$ cat src/rtl/mux_rr_pipe_if.sv
// mux_rr_pipe_if
// Bundles the multi-producer input side and the single-consumer output side
// of the registered round-robin multiplexer.
//   in_data   : N*WIDTH packed words, channel i at [i*WIDTH +: WIDTH]
//   in_valid  : per-channel valid from the producers
//   in_ready  : per-channel ready back to the producers (at most one high)
//   sel       : explicit channel select (only used in select mode)
//   out_data  : registered output word
//   out_valid : registered output valid
//   out_src   : index of the channel the output word came from
//   out_ready : downstream ready
// The slave modport is the multiplexer; master is whoever drives it.
interface mux_rr_pipe_if #(
  parameter int WIDTH = 32,
  parameter int N     = 4,
  parameter int SW    = $clog2(N)
) ();
  logic [N*WIDTH-1:0] in_data;
  logic [N-1:0]       in_valid;
  logic [N-1:0]       in_ready;
  logic [SW-1:0]      sel;
  logic [WIDTH-1:0]   out_data;
  logic               out_valid;
  logic [SW-1:0]      out_src;
  logic               out_ready;

  modport slave (
    input  in_data, in_valid, sel, out_ready,
    output in_ready, out_data, out_valid, out_src
  );

  modport master (
    output in_data, in_valid, sel, out_ready,
    input  in_ready, out_data, out_valid, out_src
  );
endinterface

$ cat src/rtl/mux_rr_pipe.sv
// mux_rr_pipe
// N-channel, WIDTH-bit multiplexer with one output register stage and a
// valid/ready handshake on every input and on the output. The granted channel
// is chosen either by the explicit sel input (MODE=0) or by a round-robin
// search starting just after the last channel that transferred (MODE=1).
//   clk : clock, all state changes on the rising edge
//   rst : asynchronous active-high reset
//   bus : mux_rr_pipe_if slave modport carrying the data/handshake signals
module mux_rr_pipe #(
  parameter int WIDTH = 32,
  parameter int N     = 4,
  parameter int MODE  = 0,
  parameter int SW    = $clog2(N)
) (
  input  logic            clk,
  input  logic            rst,
  mux_rr_pipe_if.slave    bus
);

  logic [WIDTH-1:0] outData_q, outData_d;
  logic [SW-1:0]    outSrc_q, outSrc_d;
  logic             outValid_q, outValid_d;
  logic [SW-1:0]    lastGrant_q, lastGrant_d;

  logic [N-1:0]     grant;
  logic [SW-1:0]    grantIdx;
  logic             canAccept;
  logic             transfer;

  // The output register may be refilled whenever it is empty or being
  // drained in this same cycle.
  assign canAccept = !outValid_q || bus.out_ready;

  // Grant is one-hot or zero. In select mode a sel value that matches no
  // channel simply grants nothing. In round-robin mode the search visits
  // channels lastGrant+1 .. lastGrant+N (mod N) and stops at the first valid.
  always_comb begin
    int idx;
    logic found;
    grant    = '0;
    grantIdx = '0;
    idx      = 0;
    found    = 1'b0;
    if (MODE == 0) begin
      for (int i = 0; i < N; i++) begin
        if (int'(bus.sel) == i && bus.in_valid[i]) begin
          grant[i] = 1'b1;
          grantIdx = SW'(i);
        end
      end
    end else begin
      for (int k = 1; k <= N; k++) begin
        idx = (int'(lastGrant_q) + k) % N;
        if (!found && bus.in_valid[idx]) begin
          found       = 1'b1;
          grant[idx]  = 1'b1;
          grantIdx    = SW'(idx);
        end
      end
    end
  end

  // Ready is forced low while reset is asserted so no producer sees a
  // handshake that the register will not capture.
  assign bus.in_ready = grant & {N{canAccept && !rst}};
  assign transfer     = |(bus.in_ready & bus.in_valid);

  // Next-state for the output stage: load on transfer, drop valid on a pop
  // with no replacement, otherwise hold. Data and source are kept on a pop.
  always_comb begin
    outData_d   = outData_q;
    outSrc_d    = outSrc_q;
    outValid_d  = outValid_q;
    lastGrant_d = lastGrant_q;
    if (transfer) begin
      for (int i = 0; i < N; i++) begin
        if (grant[i]) begin
          outData_d = bus.in_data[i*WIDTH +: WIDTH];
        end
      end
      outSrc_d   = grantIdx;
      outValid_d = 1'b1;
      if (MODE != 0) begin
        lastGrant_d = grantIdx;
      end
    end else if (bus.out_ready) begin
      outValid_d = 1'b0;
    end
  end

  // Output register and round-robin pointer. The pointer resets to N-1 so
  // channel 0 is searched first.
  always_ff @(posedge clk or posedge rst) begin
    if (rst) begin
      outData_q   <= '0;
      outSrc_q    <= '0;
      outValid_q  <= 1'b0;
      lastGrant_q <= SW'(N - 1);
    end else begin
      outData_q   <= outData_d;
      outSrc_q    <= outSrc_d;
      outValid_q  <= outValid_d;
      lastGrant_q <= lastGrant_d;
    end
  end

  assign bus.out_data  = outData_q;
  assign bus.out_src   = outSrc_q;
  assign bus.out_valid = outValid_q;

endmodule

$ cat src/flat_wrapper.sv
// flat-port wrapper written by rule: the top's interface ports become plain ports
module mux_rr_pipe_flat 
#(
  parameter int WIDTH = 32,
  parameter int N     = 4,
  parameter int MODE  = 0,
  parameter int SW    = $clog2(N)
)
  (clk, rst, bus_in_data, bus_in_valid, bus_sel, bus_out_ready, bus_in_ready, bus_out_data, bus_out_valid, bus_out_src);
  mux_rr_pipe_if #(.WIDTH(WIDTH), .N(N), .SW(SW)) bus_i ();
  input  logic clk;
  input  logic rst;
  input wire logic [$bits(bus_i.in_data)-1:0] bus_in_data;
  input wire logic [$bits(bus_i.in_valid)-1:0] bus_in_valid;
  input wire logic [$bits(bus_i.sel)-1:0] bus_sel;
  input wire logic [$bits(bus_i.out_ready)-1:0] bus_out_ready;
  output wire logic [$bits(bus_i.in_ready)-1:0] bus_in_ready;
  output wire logic [$bits(bus_i.out_data)-1:0] bus_out_data;
  output wire logic [$bits(bus_i.out_valid)-1:0] bus_out_valid;
  output wire logic [$bits(bus_i.out_src)-1:0] bus_out_src;
  assign bus_i.in_data = bus_in_data;
  assign bus_i.in_valid = bus_in_valid;
  assign bus_i.sel = bus_sel;
  assign bus_i.out_ready = bus_out_ready;
  assign bus_in_ready = bus_i.in_ready;
  assign bus_out_data = bus_i.out_data;
  assign bus_out_valid = bus_i.out_valid;
  assign bus_out_src = bus_i.out_src;
  mux_rr_pipe #(.WIDTH(WIDTH), .N(N), .MODE(MODE), .SW(SW)) u_core (.clk(clk), .rst(rst), .bus(bus_i));
endmodule
$ cat config.mk
export PLATFORM = sky130hd
export DESIGN_NAME = mux_rr_pipe_flat
export DESIGN_NICKNAME = d
export VERILOG_FILES = /design/src/rtl/mux_rr_pipe_if.sv /design/src/rtl/mux_rr_pipe.sv /design/src/flat_wrapper.sv
export SDC_FILE = /design/constraint.sdc
export NUM_CORES = 1
export LEC_CHECK = 0
export CAP_MARGIN = 20
export CORE_ASPECT_RATIO = 1.1
export CORE_MARGIN = 5
export CORE_UTILIZATION = 42
export DETAILED_ROUTE_END_ITERATION = 6
export PLACE_DENSITY = 0.86
export SETUP_SLACK_MARGIN = 0.4
export SYNTH_ARGS = -nofsm -noshare
export SYNTH_HDL_FRONTEND = slang
export SYNTH_SLANG_ARGS = --single-unit
$ cat constraint.sdc
create_clock -name clk -period 4.1 [get_ports clk]
set_input_delay 0.41 -clock clk [delete_from_list [all_inputs] [get_ports clk]]
set_output_delay 0.41 -clock clk [all_outputs]
set_load 0.05 [all_outputs]
## Word level (Yosys, flattened, before mapping)

Index checks and enable logic that the tools add are counted.

- Equal/unequal tests: 3
- Muxes and demuxes: 13
- Bitwise gates (word level): 2
- Reduce and logical (&&, ||, !) cells: 13

Operators with widths:

| kind | number |
|---|---|
| 32-bit two-way mux | 4 |
| 4-bit AND | 2 |
| 1-bit two-way mux | 7 |
| 1-bit logical AND | 5 |
| 2-bit equality test, second input constant | 2 |
| 2-bit two-way mux | 2 |
| 4-bit nonzero test | 1 |
| 4-bit OR reduction | 1 |
| 2-bit by 1-bit equality test with 1-bit output, second input constant | 1 |
| 1-bit zero test | 2 |
| 2-bit zero test | 1 |
| 2-bit AND reduction | 1 |
| 2-bit nonzero test | 1 |
| 1-bit logical OR | 1 |

- Register bits after elaboration: 35
- Word-level logic and storage cells: 34

## Logic depth before layout (Yosys ltp)

- Depth in word-level cells: 7
- Gate-level depth with buffers: 6

## Worst setup path after synthesis

No wires, ideal clock.

- Path kind: input-to-output
- Start point: in bus_sel[0]
- End point: out bus_in_ready[3]
- Arrival time: 2208 ps
- Required time: 3690 ps
- Setup slack: 1482 ps
- Stages: 5
- Buffers on the path: 3
- Cell sequence: buf_2 -> clkbuf_1 -> clkbuf_1 -> nand2_1 -> nor3_1

- Cells in the longest elaborated chain, start to end: 4

RTL lines:

| what | line | source |
|---|---|---|
| from (decl) | flat_wrapper.sv:15 | `input wire logic [$bits(bus_i.sel)-1:0] bus_sel;` |
| 2-bit by 1-bit equality test with 1-bit output | mux_rr_pipe.sv:46 | `if (int'(bus.sel) == i && bus.in_valid[i]) begin` |
| 1-bit logical AND | mux_rr_pipe.sv:46 |  |
| 1-bit two-way mux | mux_rr_pipe.sv:46 |  |
| 4-bit AND | mux_rr_pipe.sv:65 | `assign bus.in_ready = grant & {N{canAccept && !rst}};` |
| to (decl) | flat_wrapper.sv:17 | `output wire logic [$bits(bus_i.in_ready)-1:0] bus_in_ready;` |

No other way between the ends.

## Worst setup path after layout

Ends and elaborated chain as after synthesis.

==> impl_metrics.yaml <==
global_routing:
  grt_first_pass_wirelength_um: 19400
  grt_antenna_before_repair: 0
  met3_usage: 0.0666
  busiest_layer: "met2"
  grt_max_degree: 69
  first_global_vias: 3915
  globalRouteMet2Util: 0.425
  gr-total-overflow: 0
  gr_met1_demand_resource: 0.313
  grt_usage: 0.258
detailed_routing:
  via_density: 6.51
  route.vias.total: 3849
  first_iter_violations: 268
  detailedRoute.firstPassIterationCount: 7
  drc: 0
  route.final.wire_length_um: 12300
  antenna_violating_nets_post_route: 0
  wire_per_inst_um: 20.8
sta:
  max_slew_headroom: 0.324
  setup_repair_after_global_routing_missed_its_margin: "false"
  timing_worst_slew_pin_value_ps: 992
  max_clock_freq_mhz: 377
  finalWorstPathRequiredPeriod_ps: 2650
  hold_viol_final: 0
  timing.final.setup_violations: 0
  fin_skew_ps: 1.34
  fin_setup_tns_ps: 0
  layout_worst_path_cycle_share: 0.647
  timing_max_transition_violations_final: 0
clocking:
  clock-sinks: 35
  ctsHtreeMaxLevel: 2
  ctsLongestPathBuffers: 2
  cts_repair_resize_count: 0
  cts.hold.buffers_added: 0
  tritoncts.num_buffers: 5
  cts.clk_slew.worst_paths_ps: 60
  insertion_delay_ps: 290
  cts_tree: "done"
  post-cts-setup-buffer-count: 0
  cts-root-buf: "clkbuf_8"
setup_path:
  critPathArrivalTime_ps: 2240
  critical_path_start_type: "input port"
  worst_setup_path_end_kind: "output port"
  critical_path_peak_fanout: 68
  timing.critical_path.required_ps: 3690
  critical_path.startpoint: "bus_sel[0]"
  worst_r2r_startpoint: "u_core.bus.out_valid"
  criticalPathCategory: "in2out"
floorplanning:
  rows: 32
  starting_density: 0.435
  core-area_mm2: 0.00705
  top_level_ports: 176
  die_area_mm2: 0.00911
  dieHeight_um: 99.6
  chipWidth_um: 91.5
finish:
  antenna_cells_inserted: 0
  areaGrowthSynthToFinish_pct: 58.7
  post_route_cells_drive_above_1_share: 0.0553
  fin_nets: 644
  final-instance-count-excl-fill: 591
synth:
  yosysTopAreaCellShare: 0.286
  synth_top_area_cell: "dfrtp_1"
  ys_seq_area_frac: 0.286
  synth.avg_cell_area_um2: 8.35
  synth.lib_cells_used.distinct: 24
  netlist_area_mm2: 0.00307
  synth_seq_cells: 35
  synth.net_count: 504
  synthesis.instances: 367
  synth_top_cells_by_area: "dfrtp_1 29%, a31oi_1 12%, and4b_1 9.5%"
  yosysWarningCount: 0
place:
  dp.cells: 585
  gp_congestion: 0.848
  detailed_place_hpwl_um: 8550
  port_buffers: 175
power_and_ir_drop:
  p_per_area_mw_per_mm2: 338
  ir_drop_v: 0.000229
  leakage_uw: 0.00201
worst_hold_path:
  hp-class: "reg2reg"
  startpoint_of_the_worst_hold_path: "u_core.bus.out_src[0]"
flow_run:
  maxCapViolCount: 0
outcome:
  status: "finished clean"
final timing paths:
| check | end | slack, ps | cells past startpoint |
|---|---|---|---|
| min in group asynchronous | u_core.bus.out_src[0] | 720 | 3 |
| max | bus_in_ready[3] | 1450 | 4 |
| max in group asynchronous | u_core.bus.out_data[24] | 2880 | 3 |
| min | u_core.bus.out_src[0] | 510 | 1 |
| max reg2reg | u_core.bus.out_data[15] | 2190 | 5 |
| min reg2reg | u_core.bus.out_src[0] | 510 | 1 |
layout by cell type (no fill, tap or decap):
| cell | count |
|---|---|
| mux2i_4 | 1 |
| mux2_2 | 1 |
| clkinv_1 | 1 |
| mux2i_1 | 3 |
| nand2_1 | 18 |
| buf_4 | 12 |
| nor2b_1 | 1 |
| and4b_1 | 29 |
| inv_2 | 1 |
| o21ai_0 | 29 |
| a211oi_1 | 1 |
| a41oi_1 | 28 |
| o2bb2ai_1 | 2 |
| nand2b_1 | 2 |
| dfrtp_1 | 35 |
| nor3_1 | 4 |
| buf_12 | 1 |
| and3_1 | 30 |
| a41oi_2 | 1 |
| clkbuf_1 | 1 |
| o31ai_1 | 1 |
| clkdlybuf4s50_1 | 172 |
| nand3_1 | 30 |
| inv_1 | 4 |
| buf_2 | 2 |
| clkbuf_8 | 5 |
| a31oi_1 | 58 |
| mux4_2 | 4 |
| and3b_1 | 29 |
per-layer routing:
layer,up-vias,share of wire
met3,34,0.10
met1,1836,0.37
met4,0,0.031
met5,-,0
met2,237,0.50
li1,1742,-
worst max-delay path, cell delays in order:
cell             delay, ps
buf_2                  720
nand2_1                100
nor3_1                 170
clkdlybuf4s50_1        830
cells by family (layout without fill, tap and decap cells):
kind of cell	Yosys count	after routing	synth area share
flops	35	35	0.286
compound gates	120	120	0.262
mux	9	9	0.0461
buf+inv	60	199	0.0841
simple gates	143	143	0.322
per-stage QoR:
stage          utilization  power, µW  instance area, µm²  hold WS, ps  setup WS, ps
2_1_floorplan            -       1020                3070          591          1480
3_3_place_gp         0.680       1390                4790          474          1420
3_5_place_dp         0.680       1410                4790          487          1370
4_1_cts              0.690       1640                4860          506          1450
5_1_grt              0.690       1710                4860          554          1330
6_report             0.690       1640                4860          506          1450
report_power, final:
group | internal [µW] | switching [µW]
Sequential | 431 | 54.0
Clock | 113 | 119
Combinational | 374 | 552
layout make-up:
type | count | area (µm²)
tap | 85 | 106
inverter | 6 | 22.5
multi-input combinational | 272 | 1940
sequential | 35 | 876
timing repair buffer | 187 | 1840
fill | 584 | 2180
clock buffer | 6 | 72.6
flip-flops by register name, summed over array words and instances, names as in the netlist:
name                  count
u_core.bus.out_data      32
u_core.bus.out_valid      1
u_core.bus.out_src        2
cell usage after synthesis (all sizes together):
library cell and instances:
nand2 18, dfrtp 35, o21ai 29, a31oi 58
mux4 4, clkbuf 48, and4b 29, and3 30
a41oi 29, nand2b 2, clkinv 1, inv 5
o31ai 1, mux2i 4, o2bb2ai 2, nand3 30
buf 6, a211oi 1, mux2 1, nor3 4
and3b 29, nor2b 1
Note: power is estimated with default switching activity, not from simulation.
